===== src/rtl/digit_entry_bank_pkg.sv =====
// digit_entry_bank_pkg
// Shared definitions for the digit entry bank: key codes, entry mode
// constants, the decoded key operation type and the key decoder.
package digit_entry_bank_pkg;

    // Key codes. KEY_0..KEY_9 carry their own value in key[3:0].
    localparam logic [4:0] KEY_0   = 5'd0;
    localparam logic [4:0] KEY_1   = 5'd1;
    localparam logic [4:0] KEY_2   = 5'd2;
    localparam logic [4:0] KEY_3   = 5'd3;
    localparam logic [4:0] KEY_4   = 5'd4;
    localparam logic [4:0] KEY_5   = 5'd5;
    localparam logic [4:0] KEY_6   = 5'd6;
    localparam logic [4:0] KEY_7   = 5'd7;
    localparam logic [4:0] KEY_8   = 5'd8;
    localparam logic [4:0] KEY_9   = 5'd9;
    localparam logic [4:0] KEY_BS  = 5'd16;
    localparam logic [4:0] KEY_CLR = 5'd17;

    // Entry modes.
    localparam logic MODE_IDX   = 1'b0;
    localparam logic MODE_SHIFT = 1'b1;

    // Decoded key operation.
    typedef enum logic [1:0] {
        OP_NONE  = 2'd0,
        OP_DIGIT = 2'd1,
        OP_BS    = 2'd2,
        OP_CLR   = 2'd3
    } key_op_e;

    // Map a raw key code to an operation; unknown codes become OP_NONE.
    function automatic key_op_e decode_key(input logic [4:0] k);
        key_op_e op;
        if (k <= KEY_9) begin
            op = OP_DIGIT;
        end else if (k == KEY_BS) begin
            op = OP_BS;
        end else if (k == KEY_CLR) begin
            op = OP_CLR;
        end else begin
            op = OP_NONE;
        end
        return op;
    endfunction

endpackage


===== src/rtl/digit_entry_bank_channel.sv =====
// digit_channel
// One operand channel: DIGITS BCD digits, an entered-digit count and a
// sticky overflow flag, updated by bulk load/clear or by one decoded key.
// Ports:
//   clk, rst        clock, asynchronous active-low reset
//   load_i          bulk load this channel from load_val_i (count full)
//   clear_i         bulk clear (another channel is being loaded)
//   load_val_i      bulk load value, digit i at [i*DW +: DW]
//   key_en_i        a key is addressed to this channel this cycle
//   op_i            decoded key operation
//   mode_i          MODE_IDX / MODE_SHIFT sampled with the key
//   index_i         target digit for indexed mode
//   digit_i         digit value of the key (key[3:0])
//   digits_o        registered digits
//   count_o         registered entered-digit count
//   ovf_o           registered sticky overflow flag
//   accept_o        combinational: the key produced an accepted event
module digit_channel
    import digit_entry_bank_pkg::*;
#(
    parameter int DIGITS = 4,
    parameter int DW     = 4,
    parameter int IW     = 2,
    parameter int CW     = 3
) (
    input  logic                 clk,
    input  logic                 rst,
    input  logic                 load_i,
    input  logic                 clear_i,
    input  logic [DIGITS*DW-1:0] load_val_i,
    input  logic                 key_en_i,
    input  key_op_e              op_i,
    input  logic                 mode_i,
    input  logic [IW-1:0]        index_i,
    input  logic [3:0]           digit_i,
    output logic [DIGITS*DW-1:0] digits_o,
    output logic [CW-1:0]        count_o,
    output logic                 ovf_o,
    output logic                 accept_o
);

    localparam logic [CW-1:0] CNT_FULL = CW'(DIGITS);
    localparam logic [CW-1:0] CNT_ONE  = CW'(1);
    localparam logic [IW:0]   IDX_LIM  = (IW+1)'(DIGITS);

    logic [DIGITS-1:0][DW-1:0] dig_q, dig_d;
    logic [CW-1:0]             cnt_q, cnt_d;
    logic                      ovf_q, ovf_d;
    logic                      accept_s;
    logic                      idx_ok_s;
    logic [CW-1:0]             idx_cnt_s;
    logic [DW-1:0]             key_dig_s;

    // Index range check and the count implied by writing that index.
    always_comb begin
        idx_ok_s  = ({1'b0, index_i} < IDX_LIM);
        idx_cnt_s = CW'(index_i) + CNT_ONE;
        key_dig_s = DW'(digit_i);
    end

    // Next-state for digits, count and overflow; load/clear beat any key.
    always_comb begin
        dig_d    = dig_q;
        cnt_d    = cnt_q;
        ovf_d    = ovf_q;
        accept_s = 1'b0;
        if (load_i) begin
            dig_d = load_val_i;
            cnt_d = CNT_FULL;
            ovf_d = 1'b0;
        end else if (clear_i) begin
            dig_d = '0;
            cnt_d = '0;
            ovf_d = 1'b0;
        end else if (key_en_i) begin
            case (op_i)
                OP_CLR: begin
                    dig_d    = '0;
                    cnt_d    = '0;
                    ovf_d    = 1'b0;
                    accept_s = 1'b1;
                end
                OP_DIGIT: begin
                    if (mode_i == MODE_SHIFT) begin
                        // A full channel still reports the key, via ovf.
                        if (cnt_q < CNT_FULL) begin
                            for (int i = 1; i < DIGITS; i++) begin
                                dig_d[i] = dig_q[i-1];
                            end
                            dig_d[0] = key_dig_s;
                            cnt_d    = cnt_q + CNT_ONE;
                        end else begin
                            ovf_d = 1'b1;
                        end
                        accept_s = 1'b1;
                    end else if (idx_ok_s) begin
                        dig_d[index_i] = key_dig_s;
                        if (idx_cnt_s > cnt_q) begin
                            cnt_d = idx_cnt_s;
                        end else begin
                            cnt_d = cnt_q;
                        end
                        accept_s = 1'b1;
                    end else begin
                        accept_s = 1'b0;
                    end
                end
                OP_BS: begin
                    if (mode_i == MODE_SHIFT) begin
                        if (cnt_q != '0) begin
                            for (int i = 0; i < DIGITS - 1; i++) begin
                                dig_d[i] = dig_q[i+1];
                            end
                            dig_d[DIGITS-1] = '0;
                            cnt_d    = cnt_q - CNT_ONE;
                            accept_s = 1'b1;
                        end else begin
                            accept_s = 1'b0;
                        end
                    end else if (idx_ok_s) begin
                        dig_d[index_i] = '0;
                        accept_s = 1'b1;
                    end else begin
                        accept_s = 1'b0;
                    end
                end
                default: begin
                    accept_s = 1'b0;
                end
            endcase
        end else begin
            accept_s = 1'b0;
        end
    end

    // Channel state registers.
    always_ff @(posedge clk or negedge rst) begin
        if (!rst) begin
            dig_q <= '0;
            cnt_q <= '0;
            ovf_q <= 1'b0;
        end else begin
            dig_q <= dig_d;
            cnt_q <= cnt_d;
            ovf_q <= ovf_d;
        end
    end

    assign digits_o = dig_q;
    assign count_o  = cnt_q;
    assign ovf_o    = ovf_q;
    assign accept_o = accept_s;

endmodule


===== src/rtl/digit_entry_bank.sv =====
// digit_entry_bank
// Bank of CHANNELS BCD operand registers filled from a keypad, either
// calculator-style (shift) or by digit index, with bulk load via set.
// Ports:
//   clk, rst      clock, asynchronous active-low reset
//   key_valid     one-cycle key qualifier
//   key           key code (digits, KEY_BS, KEY_CLR)
//   ch_sel        channel addressed by the key
//   index         digit addressed in indexed mode
//   mode          MODE_IDX / MODE_SHIFT
//   set, set_ch, set_val   bulk load of one channel, others cleared
//   digits_o      all channel digits, channel c at [c*DIGITS*DW +: DIGITS*DW]
//   count_o       entered-digit counts, channel c at [c*CW +: CW]
//   ovf_o         sticky overflow flags
//   upd_o         one-cycle pulse after any accepted event
module digit_entry_bank
    import digit_entry_bank_pkg::*;
#(
    parameter int CHANNELS = 2,
    parameter int DIGITS   = 4,
    parameter int DW       = 4,
    localparam int CSW     = (CHANNELS > 1) ? $clog2(CHANNELS) : 1,
    localparam int IW      = (DIGITS > 1) ? $clog2(DIGITS) : 1,
    localparam int CW      = $clog2(DIGITS + 1)
) (
    input  logic                          clk,
    input  logic                          rst,
    input  logic                          key_valid,
    input  logic [4:0]                    key,
    input  logic [CSW-1:0]                ch_sel,
    input  logic [IW-1:0]                 index,
    input  logic                          mode,
    input  logic                          set,
    input  logic [CSW-1:0]                set_ch,
    input  logic [DIGITS*DW-1:0]          set_val,
    output logic [CHANNELS*DIGITS*DW-1:0] digits_o,
    output logic [CHANNELS*CW-1:0]        count_o,
    output logic [CHANNELS-1:0]           ovf_o,
    output logic                          upd_o
);

    localparam logic [CSW:0] CH_LIM = (CSW+1)'(CHANNELS);

    key_op_e               op_s;
    logic                  key_ok_s;
    logic [CHANNELS-1:0]   accept_s;
    logic                  upd_q, upd_d;

    // Decode the key once; set suppresses any key in the same cycle.
    always_comb begin
        op_s     = decode_key(key);
        key_ok_s = key_valid & ~set & ({1'b0, ch_sel} < CH_LIM) & (op_s != OP_NONE);
    end

    generate
        for (genvar c = 0; c < CHANNELS; c++) begin : g_ch
            localparam logic [CSW-1:0] C_ID = CSW'(c);
            logic load_s, clear_s, key_en_s;

            // Route set and key requests to this channel.
            always_comb begin
                load_s   = set & (set_ch == C_ID);
                clear_s  = set & (set_ch != C_ID);
                key_en_s = key_ok_s & (ch_sel == C_ID);
            end

            digit_channel #(
                .DIGITS (DIGITS),
                .DW     (DW),
                .IW     (IW),
                .CW     (CW)
            ) u_channel (
                .clk        (clk),
                .rst        (rst),
                .load_i     (load_s),
                .clear_i    (clear_s),
                .load_val_i (set_val),
                .key_en_i   (key_en_s),
                .op_i       (op_s),
                .mode_i     (mode),
                .index_i    (index),
                .digit_i    (key[3:0]),
                .digits_o   (digits_o[c*DIGITS*DW +: DIGITS*DW]),
                .count_o    (count_o[c*CW +: CW]),
                .ovf_o      (ovf_o[c]),
                .accept_o   (accept_s[c])
            );
        end
    endgenerate

    // Any set or accepted key produces one update pulse.
    always_comb begin
        upd_d = set | (|accept_s);
    end

    // Update pulse register, aligned with the channel state it reports.
    always_ff @(posedge clk or negedge rst) begin
        if (!rst) begin
            upd_q <= 1'b0;
        end else begin
            upd_q <= upd_d;
        end
    end

    assign upd_o = upd_q;

endmodule


===== config.mk =====
export PLATFORM = sky130hd
export DESIGN_NAME = digit_entry_bank
export DESIGN_NICKNAME = d
export VERILOG_FILES = /design/src/rtl/digit_entry_bank_pkg.sv /design/src/rtl/digit_entry_bank_channel.sv /design/src/rtl/digit_entry_bank.sv
export SDC_FILE = /design/constraint.sdc
export NUM_CORES = 1
export LEC_CHECK = 0
export ABC_AREA = 0
export CORE_MARGIN = 1.5
export CORE_UTILIZATION = 35
export CTS_CLUSTER_SIZE = 24
export DETAILED_ROUTE_END_ITERATION = 12
export GPL_TIMING_DRIVEN = 0
export PLACE_DENSITY = 0.63
export SLEW_MARGIN = 20
export SYNTH_ARGS = -nofsm -noshare
export SYNTH_HDL_FRONTEND = slang
export SYNTH_HIERARCHICAL = 1
export SYNTH_SLANG_ARGS = --single-unit

===== constraint.sdc =====
create_clock -name clk -period 1.76 [get_ports clk]
set_input_delay 0.176 -clock clk [delete_from_list [all_inputs] [get_ports clk]]
set_output_delay 0.176 -clock clk [all_outputs]
set_load 0.03 [all_outputs]

# Yosys cells after proc, flatten, opt, wreduce, memory -nomap -nowiden
# Index checks and enable logic that the tools add are counted.
# op_classes
n_addsub,5
n_div,0
bitwise_logic,13
shifts,0
order_cmp,7
n_mul,0
reduce_logical,16
eq_ne,17
n_mux,65
# ops
op,n
$mux 16,14
$pmux 16 s3,2
$mux 3,16
$and 16x16->16,2
$bwmux 16,2
$ne 5x4->1 const B,6
$mux 1,20
$pmux 3 s3,2
$ne 4x4->1 const B,4
$not 16->16,1
$reduce_and 4->1,4
$reduce_and 6->1,2
$reduce_bool 3->1,4
$eq 5x5->1 const B,2
$demux 4 s2,1
$ne 4x3->1 const B,2
$pmux 1 s2,4
$add 3x1->3 const B,2
$and 1x1->1,6
$gt 3x3->1,2
$lt 3x3->1 const B,2
$mux 2,3
$sub 3x1->3 const B,2
$le 5x4->1 const B,1
13 further kinds,17
# totals
output_inout_bits,41
ram_bits,0
romBits,0
memories,0
in_bits,30
elab_cells,136
regBits,41
latchBits,0

# Depth between registers and ports, before layout
# logic_depth
ltp_word,12
depth_mapped,11
ltp_nobuf,9

# Cells and area by module
# The synthesis kept the hierarchy.
# by_module_without_submodules
module,instances,cells_per_inst,area_each_um2
digit_channel (g_ch[1].u_channel),1,248,1934.4
digit_channel (g_ch[0].u_channel),1,245,1930.6
digit_entry_bank,1,15,137.6

# Least setup slack after synthesis
# No wires, ideal clock.
# synth_path
path_type,in2reg
start,in key[1]
end,reg g_ch[1].u_channel.cnt_q[0]
t_arrival_ps,2067
stages,9
required_ps,1635
setup_time_ps,125
path_slack_ps,-432
n_path_buf,0
path_cell_list,o21a_1 o2bb2ai_1 inv_1 ha_1 o21ai_0 a31oi_2 a31oi_1 a31o_4 mux2_4
# synth_via
elab_chain_cells,9
# synth_rtl
element,line,source
start: declaration,digit_entry_bank.sv:29,"input logic [4:0] key,"
$eq 5x5->1,digit_entry_bank_pkg.sv:39,end else if (k == KEY_CLR) begin
$mux 2,digit_entry_bank_pkg.sv:39,
$mux 2,digit_entry_bank_pkg.sv:37,end else if (k == KEY_BS) begin
$mux 2 *,digit_entry_bank_pkg.sv:35,if (k <= KEY_9) begin
net op_s[0],digit_entry_bank.sv:44,key_op_e op_s;
$eq 2x2->1 (tied with other cells),digit_entry_bank_channel.sv:76,case (op_i)
$pmux 3 s3 or $and 1x1->1 (tied branches),"digit_entry_bank_channel.sv:76, digit_entry_bank.sv:52",
$mux 3 or $and 1x1->1 (tied branches),"digit_entry_bank_channel.sv:75, digit_entry_bank.sv:64",
$mux 3 or $reduce_bool 3->1 (tied branches),-,
$mux 3 or $reduce_and 6->1 (tied branches),-,
end signal: assignment,digit_entry_bank_channel.sv:144,cnt_q <= cnt_d;
end: declaration,digit_entry_bank_channel.sv:47,"logic [CW-1:0] cnt_q, cnt_d;"
# The timed path passes the listed nets; every way through them passes the cells marked *. The select of a mux whose other input is x is not followed.
# A chain may end at the register's enable or synchronous reset.

# Worst setup path after layout
# Ends and elaborated chain as after synthesis.

==> summary.md <==
| Metric | Value |
|---|---|
| Data required, critical path | `1.94 ns` |
| Number of library cell types mapped by synthesis | `60` |
| Count of antenna-violating nets left after detailed routing | `0` |
| Net count of the mapped netlist | `between 500 and 600` |
| TritonCTS clock tree | `done` |
| Detailed Route WL | `14600 µm` |
| Fraction of synthesis flops using an asynchronous set or reset pin | `1.00` |
| CP Cell Sequence | `buf_12 -> o21a_4 -> o2bb2ai_4 -> buf_4 -> ha_2 -> o21ai_4 -> a31oi_4 -> a31oi_2 -> a31o_4 -> mux2_4` |
| Nets | `678` |
| Die X-Extent | `110 µm` |
| Clk root buf | `sky130_fd_sc_hd__clkbuf_16` |
| Final Hold Fails | `0` |
| Largest net degree at the start of global routing | `23` |
| Ratio of cells with drive above 1 in the final layout | `0.282` |
| Top cells by area in the synthesized netlist | `sky130_fd_sc_hd__dfrtp_1 (26%), sky130_fd_sc_hd__ha_1 (8.8%), sky130_fd_sc_hd__nand2_1 (8.0%), sky130_fd_sc_hd__o21ai_0 (6.8%), sky130_fd_sc_hd__a21oi_1 (4.1%)` |
| Starting utilization of the core area | `0.364` |
| Sink Count | `41` |
| Largest driver fanout on the critical path | `6` |
| Area grow syn2layout | `47.0%` |
| Core Util, Final | `0.536` |
| Number of synthesized flops with an enable pin | `0` |
| Sort of element at the end of the critical path | `flop` |
| Setup Viol. Count Final | `39` |
| Actual slew at the worst max-slew pin | `0.520 ns` |
| GRT Max-Usage Layer | `met2` |
| Global-route total usage across every layer | `0.240` |
| Register area share after synthesis | `0.256` |
| Final HPWL DP | `9940 µm` |
| Fraction of met3 tracks used by global routing | `0.0397` |
| Power density relative to cell area | `638 mW/mm²` |
| Input/output buffers | `70` |
| Cts bufs inserted | `5` |
| Setup Skew | `0.00473 ns` |
| Number of design rule violations left after detail routing | `0` |
| WL per Instance | `19.2 µm` |
| Most instantiated library cell after synthesis | `sky130_fd_sc_hd__nand2_1` |
| Violations in the final reports | `setup timing` |
| Arrival time at the worst endpoint | `2.11 ns` |
| Max stage delay on crit path | `0.30 ns` |
| Worst hold path depth | `2` |
| Setup TNS after final layout | `-4.57 ns` |
| Global-route wire length before repair | `between 20000 and 25000 µm` |
| Count of mapped cells out of synthesis | `508` |
| Count of routing violations after the opening detailed-route iteration | `444` |
| Number of synthesis warnings | `6` |
| Antenna cells | `0` |
| Vias in the first global route | `4111` |
| Vias after detailed routing | `4323` |
| Number of pins exceeding their max-slew limit in the final report | `0` |
| Count of standard-cell rows | `38` |
| Total iterations of the first detailed-routing run | `5` |
| Number of top-level pins | `71` |
| Clock insertion delay at the later pin of the skew report | `approximately 0.29 ns` |
| Depth of the most critical reg-to-reg path | `10` |
| Main flop type after synthesis | `sky130_fd_sc_hd__dfrtp_1` |
| Top cell type's share of synthesized area | `0.256` |
| Clock-pin slew on the worst setup and hold paths | `0.07 ns` |
| Number of antenna violations at the first check in global routing | `0` |
| Synth Cell Area | `0.00400 mm²` |
| Pleak | `between 0.002 and 0.0025 µW` |
| Remaining max-slew budget at the tightest pin | `0.653` |
| Path class of the lowest-slack min-delay path | `in2reg` |
| Highest achievable clock rate | `519 MHz` |
| Max-capacitance violation count | `0` |
| Max H-tree Level | `2` |
| Die Ht | `110 µm` |
| Vias per cell | `about 5.7` |
| VDD IR-drop max | `344 µV` |
| Met1 track utilization from global routing | `0.328` |
| Final RePlAce weighted congestion | `0.939` |
| Commonest cells in the synthesized netlist | `sky130_fd_sc_hd__nand2_1 (85), sky130_fd_sc_hd__o21ai_0 (54), sky130_fd_sc_hd__nor2_1 (43)` |
| CP Class | `in2reg` |
| Standard cell core area | `0.0110 mm²` |
| Die area | `0.0121 mm²` |
| Number of register bits inferred by synthesis | `41` |
| Global route total overflow | `0` |
| DP Cell Count | `719` |
| Cell type with the largest total area after synthesis | `sky130_fd_sc_hd__dfrtp_1` |
| Clock tree buffer depth | `2` |
| Minimum period implied by the final worst setup slack | `1.93 ns` |
| Unrepaired setup endpoints after global routing | `yes` |
| Crit share post-route | `1.10` |
| CP Launch Type | `primary input` |
| Crit path max-delay cell type | `sky130_fd_sc_hd__mux2_4` |
| GRT met2 Usage | `0.373` |
| Crit path setup slack, layout | `-0.168 ns` |
| Count of placed standard cells in the final layout, fillers left out | `761` |
| Number of fillers in the final layout | `between 900 and 1000` |
| Outcome | `finished, violations left` |
| Mapped Avg Cell Area | `just under 8 µm²` |
metal layers:
metal	wire length [µm]	share of wire
met1	6390	0.44
met2	6740	0.46
met3	1030	0.071
met4	439	0.030
met5	0	0
cell usage in the layout (no fill, tap or decap), types with 7 or more instances in the layout:
| master | count |
|---|---|
| sky130_fd_sc_hd__a2bb2oi_1 | 16 |
| sky130_fd_sc_hd__o21ai_1 | 18 |
| sky130_fd_sc_hd__dfrtp_1 | 39 |
| sky130_fd_sc_hd__buf_6 | 13 |
| sky130_fd_sc_hd__nor2b_1 | 7 |
| sky130_fd_sc_hd__a21o_1 | 12 |
| sky130_fd_sc_hd__nor2_1 | 41 |
| sky130_fd_sc_hd__inv_1 | 13 |
| sky130_fd_sc_hd__buf_2 | 11 |
| sky130_fd_sc_hd__clkbuf_16 | 7 |
| sky130_fd_sc_hd__o21ai_0 | 34 |
| sky130_fd_sc_hd__nand2b_1 | 15 |
| sky130_fd_sc_hd__clkdlybuf4s50_1 | 59 |
| sky130_fd_sc_hd__mux2i_1 | 9 |
| sky130_fd_sc_hd__mux2_4 | 8 |
| sky130_fd_sc_hd__buf_4 | 32 |
| sky130_fd_sc_hd__a21oi_1 | 29 |
| sky130_fd_sc_hd__o21ai_2 | 9 |
| sky130_fd_sc_hd__ha_1 | 19 |
| sky130_fd_sc_hd__nand2_2 | 12 |
| sky130_fd_sc_hd__a32oi_1 | 15 |
| sky130_fd_sc_hd__nand2_1 | 72 |
report_power, final:
group / internal [µW] / switching [µW]
combinational: 727 / 881
clock: 602 / 410
sequential: 1030 / 107
total: 2360 / 1400
registers in the layout, summed over array words and instances, names as in the netlist:
register	flops
g_ch.u_channel/digits_o	32
g_ch.u_channel/ovf_o	2
upd_o	1
g_ch.u_channel/count_o	6
worst max-delay path: cells and delay by family:
kind	cells	cell delay, ns
compound gates	6	1.13
mux	1	0.30
buf+inv	2	0.27
fa+ha+maj	1	0.23
cell type report:
class / instances / area, µm² / share of cell area
multi-input cells: 409 / 3040 / 0.516
repair buffers: 107 / 1100 / 0.187
clock inverters: 1 / 5.00 / 0.000851
clock buffers: 7 / 153 / 0.0259
flip-flops and latches: 41 / 1030 / 0.175
inverters: 20 / 77.6 / 0.0132
well taps: 140 / 175 / 0.0298
plain buffers: 36 / 309 / 0.0525
metrics by stage:
stage	area [µm²]	hold slack (ns)	setup WS [ns]	power, µW
4_1_cts	5650	0.163	-0.104	3680
5_1_grt	5880	0.169	-0.219	3940
3_5_place_dp	4990	0.189	-1.25	2490
3_3_place_gp	4970	0.506	-1.22	2470
2_1_floorplan	4090	-0.120	-0.160	1980
6_report	5880	0.169	-0.168	3760
final timing paths:
check	start	slack (ns)	endpoint
min in group asynchronous	rst	0.40	g_ch[0].u_channel/digits_o[0]
hold reg to reg	g_ch[0].u_channel/digits_o[10]	0.51	g_ch[0].u_channel/digits_o[10]
setup / recovery	key[1]	-0.17	g_ch[1].u_channel/count_o[0]
setup reg to reg	g_ch[0].u_channel/count_o[0]	-0.09	g_ch[0].u_channel/digits_o[0]
hold / removal	set	0.17	upd_o
max in group asynchronous	rst	0.87	g_ch[1].u_channel/digits_o[8]
cells by family after synthesis:
kind of cell / after synthesis / synth area share
buffers and inverters: 58 / 0.0869
multiplexers: 21 / 0.0628
adder cells (fa/ha/maj): 28 / 0.0875
flip-flops: 41 / 0.256
AND/OR/NAND/NOR: 179 / 0.206
AO/OA/AOI/OAI: 177 / 0.292
XOR/XNOR: 4 / 0.00875
timing repair:
item                                   4_1_cts  5_1_grt
gates resized for setup                    129       40
setup endpoints to repair                   41       39
gates cloned                                 3        2
hold buffers                                 1        0
pin swaps                                   11       10
setup buffers                               22        9
endpoints found under the hold margin       19        0
No activity file was read; power rests on OpenSTA's default activity.
